**src/rtl/mdu_iter_pkg.sv**
```systemverilog
// Shared defines for the iterative RV64M multiply/divide unit: op codes,
// widths, FSM states and the operand-conditioning helpers.
package mdu_iter_pkg;

    localparam int XLEN     = 64;
    localparam int OP_W     = 4;
    localparam int MduWidth = 32;

    localparam logic [OP_W-1:0] MduMul    = 4'd0;
    localparam logic [OP_W-1:0] MduMulh   = 4'd1;
    localparam logic [OP_W-1:0] MduMulhsu = 4'd2;
    localparam logic [OP_W-1:0] MduMulhu  = 4'd3;
    localparam logic [OP_W-1:0] MduDiv    = 4'd4;
    localparam logic [OP_W-1:0] MduDivu   = 4'd5;
    localparam logic [OP_W-1:0] MduRem    = 4'd6;
    localparam logic [OP_W-1:0] MduRemu   = 4'd7;
    localparam logic [OP_W-1:0] MduMulw   = 4'd8;
    localparam logic [OP_W-1:0] MduDivw   = 4'd9;
    localparam logic [OP_W-1:0] MduDivuw  = 4'd10;
    localparam logic [OP_W-1:0] MduRemw   = 4'd11;
    localparam logic [OP_W-1:0] MduRemuw  = 4'd12;

    typedef enum logic [1:0] {StIdle, StMul, StDiv, StDone} mdu_state_e;

    typedef struct packed {
        logic valid;   // listed op code
        logic is_w;    // 32-bit word form
        logic is_div;  // divide or remainder
        logic is_rem;  // remainder result
        logic hi;      // high half of product
        logic sa;      // operator_1 treated as signed
        logic sb;      // operator_2 treated as signed
    } mdu_info_t;

    function automatic mdu_info_t op_info(input logic [OP_W-1:0] op);
        mdu_info_t i;
        i = '0;
        i.valid = 1'b1;
        case (op)
            MduMul:    begin i.sa = 1'b1; i.sb = 1'b1; end
            MduMulh:   begin i.hi = 1'b1; i.sa = 1'b1; i.sb = 1'b1; end
            MduMulhsu: begin i.hi = 1'b1; i.sa = 1'b1; end
            MduMulhu:  i.hi = 1'b1;
            MduDiv:    begin i.is_div = 1'b1; i.sa = 1'b1; i.sb = 1'b1; end
            MduDivu:   i.is_div = 1'b1;
            MduRem:    begin i.is_div = 1'b1; i.is_rem = 1'b1; i.sa = 1'b1; i.sb = 1'b1; end
            MduRemu:   begin i.is_div = 1'b1; i.is_rem = 1'b1; end
            MduMulw:   begin i.is_w = 1'b1; i.sa = 1'b1; i.sb = 1'b1; end
            MduDivw:   begin i.is_w = 1'b1; i.is_div = 1'b1; i.sa = 1'b1; i.sb = 1'b1; end
            MduDivuw:  begin i.is_w = 1'b1; i.is_div = 1'b1; end
            MduRemw:   begin i.is_w = 1'b1; i.is_div = 1'b1; i.is_rem = 1'b1; i.sa = 1'b1; i.sb = 1'b1; end
            MduRemuw:  begin i.is_w = 1'b1; i.is_div = 1'b1; i.is_rem = 1'b1; end
            default:   i.valid = 1'b0;
        endcase
        return i;
    endfunction

    function automatic logic [XLEN-1:0] sext_w(input logic [XLEN-1:0] x);
        return {{(XLEN-MduWidth){x[MduWidth-1]}}, x[MduWidth-1:0]};
    endfunction

    function automatic logic [XLEN-1:0] ext_op(input logic [XLEN-1:0] x, input logic is_w,
                                               input logic sgn);
        if (!is_w) return x;
        return sgn ? sext_w(x) : {{(XLEN-MduWidth){1'b0}}, x[MduWidth-1:0]};
    endfunction

    function automatic logic [XLEN-1:0] mag(input logic [XLEN-1:0] x, input logic sgn);
        return (sgn && x[XLEN-1]) ? -x : x;
    endfunction

endpackage

```
**src/rtl/mdu_div_step.sv**
```systemverilog
// One restoring-division step: shift the next dividend bit into the partial
// remainder and subtract the divisor when it fits.
module mdu_div_step
    import mdu_iter_pkg::*;
#(
    parameter int W = XLEN
) (
    input  logic [W-1:0] rem_in,
    input  logic         bit_in,
    input  logic [W-1:0] divisor,
    output logic [W-1:0] rem_out,
    output logic         q_bit
);

    logic [W:0] shifted;
    logic [W:0] diff;

    assign shifted = {rem_in, bit_in};
    assign diff    = shifted - {1'b0, divisor};
    assign q_bit   = (shifted >= {1'b0, divisor});
    assign rem_out = q_bit ? diff[W-1:0] : shifted[W-1:0];

endmodule

```
**src/rtl/mdu_iter.sv**
```systemverilog
// Iterative RV64M multiply/divide unit: 1 bit per cycle shift-add multiply
// and restoring divide on magnitudes, with sign fix-up on the final cycle.
module mdu_iter
    import mdu_iter_pkg::*;
(
    input  logic            clk,
    input  logic            rst,
    input  logic            in_valid,
    output logic            in_ready,
    input  logic [OP_W-1:0] mdu_op,
    input  logic [XLEN-1:0] operator_1,
    input  logic [XLEN-1:0] operator_2,
    input  logic            flush,
    output logic            out_valid,
    input  logic            out_ready,
    output logic [XLEN-1:0] mdu_result
);

    mdu_state_e        state, state_nxt;
    logic [OP_W-1:0]   op_q;
    logic [XLEN-1:0]   ax_q, bx_q, ma_q, mb_q, rem_q, quo_q, result_q;
    logic [2*XLEN-1:0] prod_q;
    logic [6:0]        cnt_q;

    mdu_info_t       in_i, cur;
    logic [XLEN-1:0] ax, bx, ma, mb;

    assign in_i = op_info(mdu_op);
    assign ax   = ext_op(operator_1, in_i.is_w, in_i.sa);
    assign bx   = ext_op(operator_2, in_i.is_w, in_i.sb);
    assign ma   = mag(ax, in_i.sa);
    assign mb   = mag(bx, in_i.sb);
    assign cur  = op_info(op_q);

    // Special cases complete with zero iterations; the result is built on the final cycle.
    logic            div0, ovf, spec;
    logic [XLEN-1:0] min_neg;
    logic [6:0]      limit;

    assign min_neg = cur.is_w ? {{(XLEN-MduWidth+1){1'b1}}, {(MduWidth-1){1'b0}}}
                              : {1'b1, {(XLEN-1){1'b0}}};
    assign div0  = cur.is_div && (bx_q == '0);
    assign ovf   = cur.is_div && cur.sa && (ax_q == min_neg) && (bx_q == '1);
    assign spec  = !cur.valid || div0 || ovf;
    assign limit = spec ? 7'd0 : (cur.is_w ? 7'd32 : 7'd64);

    logic busy, last, acc;
    assign busy = (state == StMul) || (state == StDiv);
    assign last = busy && (cnt_q == limit);
    assign acc  = in_ready && in_valid && !flush;

    logic [XLEN:0]     mul_sum;
    logic [2*XLEN-1:0] prod_nxt;
    assign mul_sum  = {1'b0, prod_q[2*XLEN-1:XLEN]} + (prod_q[0] ? {1'b0, ma_q} : '0);
    assign prod_nxt = {mul_sum, prod_q[XLEN-1:1]};

    logic [XLEN-1:0] rem_nxt;
    logic            q_bit;

    mdu_div_step #(.W(XLEN)) u_div_step (
        .rem_in  (rem_q),
        .bit_in  (quo_q[XLEN-1]),
        .divisor (mb_q),
        .rem_out (rem_nxt),
        .q_bit   (q_bit)
    );

    // Word multiplies stop after 32 shifts, leaving the product 32 bits up.
    logic              neg_a, neg_b;
    logic [2*XLEN-1:0] prod_w, prod_s;
    logic [XLEN-1:0]   mul_res, q_s, r_s, spec_res, pre_res, fin_res;

    assign neg_a    = cur.sa && ax_q[XLEN-1];
    assign neg_b    = cur.sb && bx_q[XLEN-1];
    assign prod_w   = cur.is_w ? (prod_q >> MduWidth) : prod_q;
    assign prod_s   = (neg_a ^ neg_b) ? -prod_w : prod_w;
    assign mul_res  = cur.hi ? prod_s[2*XLEN-1:XLEN] : prod_s[XLEN-1:0];
    assign q_s      = (neg_a ^ neg_b) ? -quo_q : quo_q;
    assign r_s      = neg_a ? -rem_q : rem_q;
    assign spec_res = !cur.valid ? '0 :
                      div0       ? (cur.is_rem ? ax_q : '1) :
                                   (cur.is_rem ? '0 : ax_q);
    assign pre_res  = spec ? spec_res : (cur.is_div ? (cur.is_rem ? r_s : q_s) : mul_res);
    assign fin_res  = cur.is_w ? sext_w(pre_res) : pre_res;

    always_ff @(posedge clk) begin
        if (rst) state <= StIdle;
        else     state <= state_nxt;
    end

    always_comb begin
        state_nxt = state;
        case (state)
            StIdle:       if (in_valid) state_nxt = in_i.is_div ? StDiv : StMul;
            StMul, StDiv: if (cnt_q == limit) state_nxt = StDone;
            StDone:       if (out_ready) state_nxt = StIdle;
            default:      state_nxt = StIdle;
        endcase
        if (flush) state_nxt = StIdle;
    end

    assign in_ready   = (state == StIdle);
    assign out_valid  = (state == StDone);
    assign mdu_result = result_q;

    always_ff @(posedge clk) begin
        if (rst) begin
            op_q     <= '0;
            ax_q     <= '0;
            bx_q     <= '0;
            ma_q     <= '0;
            mb_q     <= '0;
            rem_q    <= '0;
            quo_q    <= '0;
            prod_q   <= '0;
            cnt_q    <= '0;
            result_q <= '0;
        end else if (acc) begin
            op_q   <= mdu_op;
            ax_q   <= ax;
            bx_q   <= bx;
            ma_q   <= ma;
            mb_q   <= mb;
            rem_q  <= '0;
            // Word divides start with the dividend MSB aligned to the top.
            quo_q  <= in_i.is_w ? (ma << MduWidth) : ma;
            prod_q <= {{XLEN{1'b0}}, mb};
            cnt_q  <= '0;
        end else if (busy && !flush) begin
            if (last) begin
                result_q <= fin_res;
            end else begin
                cnt_q <= cnt_q + 7'd1;
                if (state == StMul) begin
                    prod_q <= prod_nxt;
                end else begin
                    rem_q <= rem_nxt;
                    quo_q <= {quo_q[XLEN-2:0], q_bit};
                end
            end
        end
    end

endmodule

```
**config.mk**
```make
export PLATFORM = sky130hd
export DESIGN_NAME = mdu_iter
export DESIGN_NICKNAME = d
export VERILOG_FILES = /design/src/rtl/mdu_iter_pkg.sv /design/src/rtl/mdu_div_step.sv /design/src/rtl/mdu_iter.sv
export SDC_FILE = /design/constraint.sdc
export NUM_CORES = 2
export LEC_CHECK = 0
export ABC_AREA = 1
export BUFFER_PORTS_ARGS = -buffer_cell sky130_fd_sc_hd__buf_2
export CAP_MARGIN = 0
export CORE_AREA = 3 3 345 347
export DETAILED_ROUTE_END_ITERATION = 8
export DIE_AREA = 0 0 348 350
export PLACE_DENSITY = 0.59
export RECOVER_POWER = 50
export SYNTH_ARGS = -nofsm -noshare
export SYNTH_HDL_FRONTEND = slang
export SYNTH_HIERARCHICAL = 1
export SYNTH_SLANG_ARGS = --single-unit
```
**constraint.sdc**
```tcl
create_clock -name clk -period 4.5 [get_ports clk]
set_input_delay 0.45 -clock clk [delete_from_list [all_inputs] [get_ports clk]]
set_output_delay 0.45 -clock clk [all_outputs]
set_load 0.05 [all_outputs]
```
==> Word level (Yosys, flattened, before mapping) <==
Cells that the tools add are included.
{ "totals": {"out_inout_bits": 66, "ram_bits": 0, "regBits": 589, "n_memories": 0, "romBits": 0, "latch_bits": 0} }
{ "op_classes": {"n_addsub": 8, "bitwise": 4, "n_shift": 0, "div_mod_pow": 0, "reduce_logical": 44, "muxes": 49, "n_lt_le_gt_ge": 1, "eq_ne": 34, "multipliers": 0} }
{ "ops": {"columns": ["operator", "n"], "rows": [
  ["64-bit two-way mux", 28],
  ["128-bit two-way mux", 2],
  ["64-bit negator", 4],
  ["128-bit negator", 1],
  ["64-bit by 64-bit adder with 65-bit output", 1],
  ["65-bit by 64-bit >= comparator with 1-bit output", 1],
  ["64-bit == test", 1],
  ["64-bit == test, second input constant", 1],
  ["64-bit zero test", 1],
  ["64-bit subtractor", 1],
  ["63-bit two-way mux", 1],
  ["4-bit == test, second input constant", 10],
  ["4-bit by 3-bit == test with 1-bit output, second input constant", 8],
  ["8-bit OR reduction", 4],
  ["3-bit AND reduction", 6],
  ["7-bit two-way mux", 2],
  ["7-bit OR reduction", 2],
  ["13-bit OR reduction", 1],
  ["4-bit by 2-bit == test with 1-bit output, second input constant", 3],
  ["1-bit logical AND", 12],
  ["1-bit two-way mux", 11],
  ["5-bit OR reduction", 2],
  ["4-bit by 1-bit == test with 1-bit output, second input constant", 2],
  ["4-bit zero test", 2],
  ["18 further kinds", 33]
]} }

==> Logic depth before layout (Yosys ltp) <==
{ "logic_depth": {"word_depth": 14, "mapped_depth": 27, "ltp_nobuf": 23} }

==> Cells and area by module <==
The synthesis kept the hierarchy.
{ "modules_own_cells": {"columns": ["mod", "n_inst", "seq_area_each_um2", "cells_each", "area_per_inst_um2"], "rows": [
  ["mdu_iter", 1, 11751.3, 7689, 44798.0],
  ["mdu_div_step", 1, 0.0, 1576, 7235.7]
]} }

==> Worst setup path before layout <==
OpenSTA, ideal clock, no wires.
{ "synth_timing": {"kind": "reg2reg", "startpoint": "register prod_q[0]", "endpoint": "register prod_q[98]", "path_stages_with_launch": 18, "path_slack_ps": 1438, "t_arrival_ps": 2933, "setup_ps": 128, "period_less_slack_ps": 3062, "required_time_ps": 4372, "cell_sequence": "dfxtp_1 clkbuf_1 clkbuf_1 nand2_1 inv_1 ha_1 a21oi_1 nand2_1 a21oi_1 o21bai_1 a21boi_0 inv_1 a21oi_1 nor2_1 nor2_1 xnor2_1 o21ai_0 a21oi_1"} }
{ "synth_via": {"elab_chain_len": 2} }
{ "synth_lines": {"columns": ["item", "line_no", "text"], "rows": [
  ["start, declared", "mdu_iter.sv:22", "logic [2*XLEN-1:0] prod_q;"],
  ["start signal, assigned", "mdu_iter.sv:127", "prod_q <= {{XLEN{1'b0}}, mb};"],
  ["start signal, assigned", "mdu_iter.sv:135", "prod_q <= prod_nxt;"],
  ["64-bit two-way mux", "mdu_iter.sv:54", "assign mul_sum = {1'b0, prod_q[2*XLEN-1:XLEN]} + (prod_q[0] ? {1'b0, ma_q} : '0);"],
  ["64-bit by 64-bit adder with 65-bit output", "mdu_iter.sv:54", null]
]} }
Every way passes these cells.
A chain may end at the register's enable or synchronous reset.

==> Worst setup path after layout <==
{ "layout_timing": {"startpoint": "register op_q[2]", "endpoint": "register result_q[33] (netlist: mdu_result[33])"} }
{ "layout_via": {"elab_chain_len": 12} }
{ "layout_lines": {"columns": ["item", "line_no", "text"], "rows": [
  ["start, declared", "mdu_iter.sv:20", "logic [OP_W-1:0] op_q;"],
  ["start signal, assigned", "mdu_iter.sv:119", "op_q <= mdu_op;"],
  ["parallel branches: the longest is 12 deep, another holds 128-bit negator", null, null],
  ["end signal, assigned", "mdu_iter.sv:131", "result_q <= fin_res;"],
  ["end, declared", "mdu_iter.sv:21", "logic [XLEN-1:0] ax_q, bx_q, ma_q, mb_q, rem_q, quo_q, result_q;"]
]} }
Parallel ways; which one is timed is not known.

==> impl_metrics.tcl <==
set metrics [dict create \
    status "finished with violations" \
    violations "capacitance limit, slew limit" \
    clkLatencyLatePin_ps 680 \
    stdcell_area_mm2 0.0577 \
    relSlewSlack_pct -24.9 \
    drt_iter0_drc 9241 \
    synth_commonest_cells "nand2_1, inv_1, nor2_1" \
    synth_ff_type "dfxtp_1" \
    fin_tns_setup_ps 0 \
    yosys.area_share.adder_pct 3.42 \
    synth_xor_xnor_area_share_pct 2.96 \
    cts.sinks 587 \
    io_pins 203 \
    synth_cell_types 60 \
    skew_ps 47.7 \
    synthMuxAreaShare_pct 0 \
    synthTopCellsByArea "dfxtp_1, nand2_1, inv_1" \
    synth_area_mm2 0.0520 \
    hold_class "primary input to flop" \
    coreArea_mm2 0.116 \
    yosysMostFrequentCell "nand2_1" \
    slew_violations 83 \
    p_leak_nw 28.1 \
    synth_top_area_share_pct 22.6 \
    avgSynthCellArea_um2 5.62 \
    synth_area_leader_cell "dfxtp_1" \
    synth-seq-cells 587 \
    fin_crit_sh_pct 99.5 \
    critPathLaunchType "flop" \
    synth_top_family_by_area "simple AND/OR/NAND/NOR gates" \
    synth_warnings 6 \
    numCtsBuffers 70 \
    placed_area_mm2 0.0554 \
    worstPathArrival_ps 5070 \
    wire_per_inst_um 26.4 \
    root_buffer "clkbuf_16" \
    grt_usage_pct 45.5 \
    drt_pass1_iterations 8 \
    grt_start_max_net_pins 186 \
    synth-seq-area-share_pct 22.6 \
    synth_edf_count 0 \
    cts_tree "done" \
    criticalPathCategory "flop to flop" \
    cp_max_fo 19 \
    finalWeightedCongestion 1.12 \
    synthArstFlopShare_pct 0 \
    placementRows 125 \
    drc_errors 0 \
    viasPerCell 5.92 \
    grt_antenna_before_repair 11 \
    cap_viol_max_count 2 \
    hold_violations 0 \
    die_h_um 350 \
    fmax_mhz 223 \
    die_area_mm2 0.122 \
    vias 65100 \
    place_hpwl_um 238000 \
    vdd_drop_max_mv 0.344 \
    grt_pass1_wl_um 406000 \
    powerDensity_mw_per_mm2 402 \
    endpoint_kind "flop" \
    synth_simple_gate_area_share_pct 38.0 \
    synth_compound_area_share_pct 20.2 \
    drt-total-wl_um 290000 \
    worstMarginPinSlew_ps 1870 \
    area_growth_pct 10.9 \
    initial_core_util_pct 44.8 \
    finalSetupViolCount 0 \
    final_util_pct 49.7 \
    final_layout_size_suffix_gt1_share_pct 7.59 \
    period_minus_slack_ps 4480 \
    cts.path.max_buffers 3 \
    io_buffers 202 \
    critPathRequiredTime_ps 5090 \
    grt_pass1_vias 58500 \
    synth_cells 9265 \
    syn_nets 9543 \
    die_x_um 348 \
    clk_pin_slew_worst_paths_ps 60 \
    overflow 0 \
    ctsHtreeMaxLevel 3 \
    ant_nets 0 \
    num-nets-final 9690 \
]
-- worst max-delay path, cell delays in order (launching register included) --
cell     delay [ps]
dfxtp_1         470
inv_2           170
nand2_4         230
nand2_4         220
o21ai_1         540
nand2_1         420
inv_1           130
nand2_1          50
nor2_1          500
nand2_1         230
inv_1           180
nand4_1         190
nand3_1         120
nand3_1          90
nand2_1         230
nand2_1         240
nand2_1         190
nand2_1          90
a21oi_2         120
-- kinds of logic after synthesis --
logic type                 Yosys count
and+or+nand+nor                   4734
adders and majority gates          141
buffers and inverters             1679
AOI/OAI and AO/OA                 1948
xor gates and xnor gates           176
DFF                                587
-- what timing repair did --
| action | 4_1_cts | 5_1_grt |
|---|---|---|
| endpoints found under the setup margin | 0 | 1 |
| hold buffers | 0 | 0 |
| setup buffers | 0 | 0 |
| resized for setup | 0 | 1 |
-- flip-flops by register name, indices dropped and copies added, names as in the netlist, 63 cells and up --
register    cells
prod_q        128
mb_q           63
rem_q          64
quo_q          64
mdu_result     64
ax_q           64
bx_q           64
ma_q           63
-- layout make-up --
type                    instances  area [µm²]
diodes                          9        22.5
clock inverters                32         360
clock buffers                  95        2030
repair buffers                455        3110
well taps                    1524        1910
inverters                    1298        4880
flip-flops and latches        587       11800
fillers                     12700       58500
multi-input cells            7000       33700
-- cell usage in the layout (no fill, tap or decap), types with 14 or more instances in the layout --
cell and n:
clkbuf_1 81, buf_2 135, o211ai_1 28, clkinv_2 14
nand3_1 611, xor2_1 134, inv_2 36, o21ai_2 29
ha_1 139, inv_1 1255, o21bai_1 20, nand2_1 2683
o22ai_1 73, a21oi_1 679, nor2_1 952, a31oi_1 52
buf_12 25, clkbuf_8 16, xnor2_1 42, clkbuf_16 71
nand3b_1 42, nand4_1 137, a21oi_2 31, o31ai_1 19
nor3_1 125, nor4_1 60, nor2_2 38, o21ai_1 71
nand2_2 26, dfxtp_1 586, o21ai_0 890, buf_4 219
a22o_1 14, or2_2 16
-- per-stage QoR --
| step | worst slack [ps] | hold WS [ps] | cells | total power, mW |
|---|---|---|---|---|
| final | 23.5 | 74.6 | 11000 | 23.2 |
| after global routing | -3.42 | 78.6 | 11000 | 24.2 |
| after CTS | 292 | 31.0 | 11000 | 22.8 |
| after detailed placement | 312 | 445 | 10900 | 16.8 |
| after global placement | 317 | 442 | 10900 | 16.8 |
| after floorplan | 1440 | 426 | 9265 | 12.7 |
-- power breakdown --
group | leakage, nW | switching [mW] | internal, mW
combinational | 22.1 | 8.18 | 2.94
clock | 1.18 | 2.57 | 3.43
sequential | 4.78 | 0.501 | 5.56
-- per-layer routing --
| layer | part of all wire, % | wire length [µm] | GRT usage, % |
|---|---|---|---|
| met5 | 0.014 | 42 | 0 |
| met4 | 11 | 32400 | 41.0 |
| met3 | 10 | 29300 | 8.12 |
| met2 | 41 | 120000 | 68.4 |
| met1 | 37 | 108000 | 55.6 |
-- path summary, 6_finish.rpt --
path	cells past startpoint	to	from	slack, ps
max	18	mdu_result[33]	op_q[2]	20
min	3	ax_q[8]	operator_1[8]	70
max reg2reg	18	mdu_result[33]	op_q[2]	20
min reg2reg	2	mb_q[25]	mb_q[25]	460
Note: power is estimated with default switching activity, not from simulation.
